`src/rtl/hazard_ctrl_param.sv`:
```
// Hazard/forwarding controller for the 5-stage MIPS core: Tuse/Tnew stall
// detection, newest-first forwarding selects, HI/LO busy tracking and stall stats.

module hazard_fwd_sel #(
    parameter int REG_AW = 5
) (
    input  logic [REG_AW-1:0] src,
    input  logic [REG_AW-1:0] mDst,
    input  logic              mWe,
    input  logic [1:0]        mTnew,
    input  logic [REG_AW-1:0] wDst,
    input  logic              wWe,
    output logic [1:0]        fwd
);
    logic mHit, wHit;

    // M only forwards once its result exists; otherwise the stall logic holds D.
    assign mHit = (src != '0) && mWe && (mDst == src) && (mTnew == 2'd0);
    assign wHit = (src != '0) && wWe && (wDst == src);
    assign fwd  = mHit ? 2'd1 : (wHit ? 2'd2 : 2'd0);
endmodule

module hazard_ctrl_param #(
    parameter int REG_AW   = 5,
    parameter int MULT_LAT = 5,
    parameter int DIV_LAT  = 10,
    parameter int CNT_W    = 16
) (
    input  logic              clk,
    input  logic              reset_n,
    input  logic [REG_AW-1:0] d_rs,
    input  logic [REG_AW-1:0] d_rt,
    input  logic [1:0]        d_tuse_rs,
    input  logic [1:0]        d_tuse_rt,
    input  logic              d_md_use,
    input  logic [REG_AW-1:0] e_rs,
    input  logic [REG_AW-1:0] e_rt,
    input  logic [REG_AW-1:0] e_dst,
    input  logic              e_we,
    input  logic [1:0]        e_tnew,
    input  logic [REG_AW-1:0] m_rt,
    input  logic [REG_AW-1:0] m_dst,
    input  logic              m_we,
    input  logic [1:0]        m_tnew,
    input  logic [REG_AW-1:0] w_dst,
    input  logic              w_we,
    input  logic              e_md_start,
    input  logic              e_md_is_div,
    input  logic              clr_stats,
    output logic [1:0]        fwd_rs_d,
    output logic [1:0]        fwd_rt_d,
    output logic [1:0]        fwd_rs_e,
    output logic [1:0]        fwd_rt_e,
    output logic              fwd_rt_m,
    output logic              stall,
    output logic              md_busy,
    output logic              md_err,
    output logic [CNT_W-1:0]  stall_cnt
);
    localparam logic [CNT_W-1:0] MULT_C = CNT_W'(MULT_LAT);
    localparam logic [CNT_W-1:0] DIV_C  = CNT_W'(DIV_LAT);
    localparam logic [CNT_W-1:0] ONE_C  = CNT_W'(1);

    typedef enum logic {IDLE, BUSY} mdStateT;

    mdStateT            mdState, mdStateNxt;
    logic [CNT_W-1:0]   mdCnt, mdCntNxt;
    logic [3:0][REG_AW-1:0] fwdSrc;
    logic [3:0][1:0]    fwdOut;
    logic               rsHaz, rtHaz, mdHaz;

    function automatic logic regMatch(input logic [REG_AW-1:0] src, input logic we,
                                      input logic [REG_AW-1:0] dst);
        return (src != '0) && we && (dst == src);
    endfunction

    assign fwdSrc = {e_rt, e_rs, d_rt, d_rs};

    genvar g;
    generate
        for (g = 0; g < 4; g++) begin : gSel
            hazard_fwd_sel #(.REG_AW(REG_AW)) uSel (
                .src  (fwdSrc[g]),
                .mDst (m_dst),
                .mWe  (m_we),
                .mTnew(m_tnew),
                .wDst (w_dst),
                .wWe  (w_we),
                .fwd  (fwdOut[g])
            );
        end
    endgenerate

    assign fwd_rs_d = fwdOut[0];
    assign fwd_rt_d = fwdOut[1];
    assign fwd_rs_e = fwdOut[2];
    assign fwd_rt_e = fwdOut[3];
    assign fwd_rt_m = regMatch(m_rt, w_we, w_dst);

    // Stall when the consumer needs the value before the producer has it; Tuse=3 can't lose.
    assign rsHaz = (regMatch(d_rs, e_we, e_dst) && (d_tuse_rs < e_tnew)) ||
                   (regMatch(d_rs, m_we, m_dst) && (d_tuse_rs < m_tnew));
    assign rtHaz = (regMatch(d_rt, e_we, e_dst) && (d_tuse_rt < e_tnew)) ||
                   (regMatch(d_rt, m_we, m_dst) && (d_tuse_rt < m_tnew));
    assign mdHaz = d_md_use && (md_busy || e_md_start);
    assign stall = rsHaz || rtHaz || mdHaz;

    assign md_busy = (mdState == BUSY);

    always_comb begin
        mdStateNxt = mdState;
        mdCntNxt   = mdCnt;
        case (mdState)
            IDLE: if (e_md_start) begin
                mdCntNxt   = e_md_is_div ? DIV_C : MULT_C;
                mdStateNxt = BUSY;
            end
            BUSY: begin
                // A start arriving here is dropped; only the error flag records it.
                mdCntNxt = mdCnt - ONE_C;
                if (mdCnt == ONE_C) mdStateNxt = IDLE;
            end
            default: mdStateNxt = IDLE;
        endcase
    end

    always_ff @(posedge clk or negedge reset_n) begin
        if (!reset_n) begin
            mdState   <= IDLE;
            mdCnt     <= '0;
            md_err    <= 1'b0;
            stall_cnt <= '0;
        end else begin
            mdState <= mdStateNxt;
            mdCnt   <= mdCntNxt;
            if (clr_stats) begin
                md_err    <= 1'b0;
                stall_cnt <= '0;
            end else begin
                if (e_md_start && md_busy) md_err <= 1'b1;
                if (stall && (stall_cnt != '1)) stall_cnt <= stall_cnt + ONE_C;
            end
        end
    end
endmodule

```
`config.mk`:
```
export PLATFORM = sky130hd
export DESIGN_NAME = hazard_ctrl_param
export DESIGN_NICKNAME = d
export VERILOG_FILES = /design/src/rtl/hazard_ctrl_param.sv
export SDC_FILE = /design/constraint.sdc
export NUM_CORES = 1
export LEC_CHECK = 0
export CORE_ASPECT_RATIO = 0.5
export CORE_MARGIN = 2
export CORE_UTILIZATION = 40
export DETAILED_ROUTE_END_ITERATION = 16
export PLACE_DENSITY_LB_ADDON = 0.2
export SETUP_SLACK_MARGIN = 0.05
export SLEW_MARGIN = 5
export SYNTH_ARGS = -nofsm -noshare
export SYNTH_HDL_FRONTEND = slang
export SYNTH_SLANG_ARGS = --single-unit
```
`constraint.sdc`:
```
create_clock -name clk -period 2.1 [get_ports clk]
set_input_delay 0.42 -clock clk [delete_from_list [all_inputs] [get_ports clk]]
set_output_delay 0.42 -clock clk [all_outputs]
set_load 0.02 [all_outputs]
```
==> flow_metrics.py <==
metrics = {
    "run_status": {
        "outcome": "finished, violations left",
        "violations": "setup timing",
    },
    "routing": {
        "via_per_inst": 5.475,
        "postRouteAntennaNets": 0,
        "routed_wl_um": 9664,
        "drtPass1Iterations": 4,
        "wl_per_cell_um": 17.38,
        "first_iter_violations": 144,
        "num_vias": 3044,
        "drc": 0,
    },
    "yosys": {
        "synth_area_mm2": 0.002719,
        "ys.flop_type": "dfrtp_1",
        "synth_edf_count": 0,
        "synth_cell_types": 42,
        "synthesis.nets": 375,
        "ys_async_sr_fraction_pct": 100.0,
        "syn_inst": 311,
        "synth-seq-cells": 34,
        "synth_area_per_cell_um2": 8.742,
        "ys_seq_area_share_pct": 31.29,
        "yosys_warnings": 0,
    },
    "setup_path": {
        "r2r_end": "stall_cnt[15]",
        "path_cells": "buf_6 -> or4_4 -> nor2_4 -> nor4_4 -> buf_4 -> nor4_4 -> buf_4",
        "r2r-start": "stall_cnt[0]",
        "reg2reg_depth": 6,
        "cp-end-kind": "output port",
        "r2r_setup_slack_ns": 0.11,
        "crit_arrival_ns": 1.76,
        "critPathKind": "in -> out",
        "critPathMaxFanout": 2,
        "crit_required_ns": 1.68,
        "startpoint_type": "input pin",
        "critical-path-max-stage-delay_ns": 0.54,
        "slowest_stage": "or4_4",
    },
    "timing": {
        "fin_ws_ns": -0.08120,
        "skew_ns": 0.006155,
        "hold_violations": 0,
        "hold_ws_ns": 0.4762,
        "layout_worst_path_cycle_share_pct": 103.9,
        "maxSlewHeadroom_pct": 66.76,
        "finalSetupViolations": 1,
        "max_freq_mhz": 458.5,
        "report.final.slew_viol_count": 0,
        "finalSetupTns_ns": -0.08120,
        "rsz0062_at_grt": "yes",
        "post-route-min-period_ns": 2.181,
        "worst_pin_slew_ns": 0.4986,
    },
    "pwr": {
        "p_leak_nw": 2.003,
        "p_per_area_mw_per_mm2": 534.2,
        "ir_drop_uv": 391.4,
    },
    "global_routing": {
        "first_global_vias": 3139,
        "grt_pass1_wl_um": 15240,
        "grt_max_degree": 35,
        "track_usage_pct": 25.42,
        "grt-ovfl-total": 0,
        "antenna_found_initial": 0,
    },
    "cts": {
        "cts-root-buf": "clkbuf_16",
        "htree_levels": 2,
        "clk_path_buf_depth": 2,
        "clock_sinks": 34,
        "cts_buffers": 5,
        "clk_pin_slew_worst_paths_ns": 0.06,
        "insertion_delay_ns": 0.28,
        "tritoncts": "yes",
    },
    "cells_and_area": {
        "ff_latch_area_um2": 852.1,
        "final_cell_mix": "78 x buf_4, 33 x dfrtp_1, 27 x xnor2_1",
        "num_antenna_cells": 0,
        "final_nets": 527,
        "syn2layout_area_growth_pct": 78.74,
        "fill_cells": 475,
        "drive_gt1_share_pct": 44.18,
        "multi_input_area_mm2": 0.002263,
        "final_common_cell": "buf_4",
    },
    "min_path": {
        "hold_path_depth": 1,
        "worstHoldStart": "mdCnt[15]",
        "hold_path_class": "reg -> reg",
        "holdPathEnd": "mdCnt[15]",
    },
    "floorplanning": {
        "rows": 21,
        "io_pins": 85,
        "die_w_um": 120.6,
        "die-area_mm2": 0.007512,
        "die_h_um": 62.30,
        "start_util_pct": 41.06,
        "core_area_mm2": 0.006621,
    },
    "placed_design": {
        "dp.final_hpwl_um": 6379,
        "gp_congestion": 0.9274,
        "port_buffers": 84,
    },
    "run": {
        "maxCapViolations": 0,
    },
}
-- sequential cells by signal, indices dropped and copies added, names as in the netlist --
register / cells
mdCnt: 16
md_busy: 1
md_err: 1
stall_cnt: 16
-- Yosys cell counts (all sizes together), types with 2 or more instances --
library cell / instances / area share (%)
and3: 2 / 0.46
nand2b: 8 / 1.8
nor2: 22 / 3.0
xor2: 22 / 7.1
nor4: 12 / 3.0
a21oi: 14 / 2.6
nor2b: 10 / 2.3
mux2i: 5 / 1.8
clkbuf: 10 / 1.4
o41ai: 2 / 0.64
ha: 7 / 3.2
buf: 8 / 2.3
mux2: 9 / 3.7
o311ai: 2 / 0.64
dfrtp: 34 / 31
and4: 4 / 1.4
nand2: 16 / 2.2
or2b: 2 / 0.64
nor3b: 4 / 1.1
inv: 5 / 0.69
o211ai: 6 / 1.7
nand4: 14 / 3.2
or4: 4 / 1.1
xnor2: 32 / 10
nor3: 14 / 2.6
o21ai: 12 / 2.2
or3: 6 / 1.4
o31ai: 5 / 1.4
nand3: 12 / 2.2
-- metrics by stage --
stage	instances	instance area, um2	utilization, %	total power [mW]	worst slack, ns
floorplan	311	2824	-	1.289	0.04502
global placement	529	4128	62.34	1.606	-0.7996
detailed placement	529	4128	62.34	1.657	-0.9062
CTS	550	4559	68.86	2.530	-0.1722
global route	556	4860	73.39	2.752	-0.1224
finish	556	4860	73.39	2.596	-0.08120
-- repair_timing --
action	in CTS	in global routing
gates resized for setup	241	84
hold buffers	0	0
setup endpoints to repair	26	27
pin swaps	47	40
cloned	2	0
buffers inserted	11	8
-- worst max-delay path, delay by kind of cell --
family / cells / cell delay (ns)
simple gates: 4 / 0.93
buf+inv: 3 / 0.42
-- report_power, final --
| group | internal, mW | total [mW] | switching (mW) |
|---|---|---|---|
| logic | 0.440 | 0.861 | 0.421 |
| clock network | 0.537 | 0.804 | 0.268 |
| registers | 0.781 | 0.931 | 0.150 |
-- worst max path at each step --
stage	start	to	cells after the start
global placement	e_tnew[1]	stall	9
floorplan	e_tnew[1]	stall_cnt[3]	9
detailed placement	e_tnew[1]	stall	9
finish	e_rt[4]	fwd_rt_e[1]	7
global route	e_rt[4]	fwd_rt_e[1]	7
CTS	e_rt[4]	fwd_rt_e[1]	7
-- cell type report --
class | count | area share, %
clock buffers | 8 | 3.424
inverters | 5 | 0.4377
multi-input cells | 254 | 46.58
flip-flops and latches | 34 | 17.53
well taps | 92 | 2.369
repair buffers | 163 | 29.66
-- cell families after synthesis --
kind of cell | count (synthesis) | share of synthesized area, %
simple gates | 135 | 27.98
fa+ha+maj | 7 | 3.221
mux | 14 | 5.569
xor+xnor | 54 | 17.40
flops | 34 | 31.29
buf+inv | 23 | 4.326
compound gates | 44 | 10.22
-- metal layers --
metal	vias up	global-route usage, %	share of wire (%)
met5	-	0	0
met4	0	6.105	3.0
met3	27	6.985	7.4
met2	129	45.69	51
met1	1474	30.18	38
li1	1414	-	-
Power figures use the tool's default switching activity.
==> patch: new RTL, config.mk and constraints unchanged <==
Put one more register stage on the output `md_err`, with the module's reset. The value now appears one clock later. The other outputs are not delayed to match.
--- a/src/rtl/hazard_ctrl_param.sv
+++ b/src/rtl/hazard_ctrl_param.sv
@@ -64,2 +64,4 @@
     typedef enum logic {IDLE, BUSY} mdStateT;
+
+    logic md_err_s0;
 
@@ -130,3 +132,3 @@
             mdCnt     <= '0;
-            md_err    <= 1'b0;
+            md_err_s0 <= 1'b0;
             stall_cnt <= '0;
@@ -136,6 +138,6 @@
             if (clr_stats) begin
-                md_err    <= 1'b0;
+                md_err_s0 <= 1'b0;
                 stall_cnt <= '0;
             end else begin
-                if (e_md_start && md_busy) md_err <= 1'b1;
+                if (e_md_start && md_busy) md_err_s0 <= 1'b1;
                 if (stall && (stall_cnt != '1)) stall_cnt <= stall_cnt + ONE_C;
@@ -144,2 +146,10 @@
     end
+    always_ff @(posedge clk or negedge reset_n) begin
+        if (!reset_n) begin
+            md_err <= '0;
+        end else begin
+            md_err <= md_err_s0;
+        end
+    end
+
 endmodule
Formal check against the unedited RTL: not equivalent (Yosys sat finds a counterexample within 4 cycles, from zero or initial values and one cycle with reset_n low).
==> patch against the unedited design <==
The run still ends with setup timing left. Largest power group unchanged. Sequential cell count grew 1. Routed wire length decreased by 6.6%. Clock skew is 0.0013 ns lower. Final cell count increased by 0.18%. Critical path depth grew 3. Design area down 3.0%. Setup slack got worse by 0.22 ns. Area after synthesis fell by 2.6%. Via count shrank 2.1%. Worst hold slack lost 0.070 ns. Sequential power increased by 1%. Largest cell class unchanged. Total power shrank 4.7%.
==> patch: results (changes against the unedited design) <==
[placed_design]
dpl.cell_count=530  ; +0.19%
dp_hpwl_um=6480  ; +1.6%
placed_area_sq_um=4160  ; +0.73%

[layout]
drive_gt1_share_pct=41.2  ; -3.0 points
final-nonclk-buf-share_pct=33.2  ; +3.6 points
final_cells=557  ; +0.18%
nNonClkBuffers=178  ; +9.2%
num-clock-buffers=7  ; -1
clk_share_pct=2.92  ; -0.50 points
multi_input_cells=239  ; -5.9%

[pwr]
pg_clk_mw=0.699  ; -13%
cellLeakagePower_nw=2.01  ; +0.47%
vdd_drop_max_v=0.000309  ; -21%
switching_share_pct=32.0  ; -0.27 points
seqPwrFrac_pct=38.0  ; +2.1 points

[sta]
setup_violations=22  ; +21
setup_ws_ns=-0.304  ; -0.223 ns

[hold_path]
hold_depth=0  ; -1
hp-start=md_err_s0

[synthesis]
synthDistinctLibCells=44  ; +4.8%
ys_top_cells_by_count=35 x dfrtp_1, 33 x xnor2_1, 22 x xor2_1
yosys-top-cells-area=dfrtp_1 33%, xnor2_1 11%, xor2_1 7.3%, ha_1 3.3%, o21ai_0 3.2%

[grt]
gr-usage-all-layers_pct=24.8  ; -0.58 points
grt_pass1_wl_um=14200  ; -6.7%
grt_max_degree=36  ; +2.9%

[worst_setup_path]
critPathLaunch=d_rt[2]
reg2reg_from=stall_cnt[1]

[clocking]
cts_resized=236  ; -2.1%
cts_setup_buffers=16  ; +5

[route]
via_count=2979  ; -2.1%

[status]
status=finished with violations
violations=setup timing

patch: changes by cell type in the layout (fill, tap and decap cells not counted), sizes merged, moves of 5 or more:
cell / unedited run / this run
buf: 118 / 124
clkdlybuf4s50: 23 / 28
mux2: 9 / 1
nor2: 22 / 14
nor2b: 10 / 2
nor3: 14 / 9
o21ai: 12 / 17
or4: 4 / 9
patch: metal layers:
| layer | up-vias | global-route usage, % | part of all wire, % |
|---|---|---|---|
| met2 | 100 | 48.0 | 51 |
| met5 | - | 0 | 0 |
| met1 | 1424 | 28.2 | 41 |
| met3 | 20 | 6.11 | 6.1 |
| li1 | 1435 | - | - |
| met4 | 0 | 7.99 | 1.8 |
patch: logic make-up after synthesis:
| group | share of synthesized area, % |
|---|---|
| xor gates and xnor gates | 18.2 |
| DFF | 33.1 |
| buffers and inverters | 4.73 |
| muxes | 2.32 |
| and+or+nand+nor | 23.4 |
| adders and majority gates | 3.31 |
| AOI/OAI and AO/OA | 14.9 |
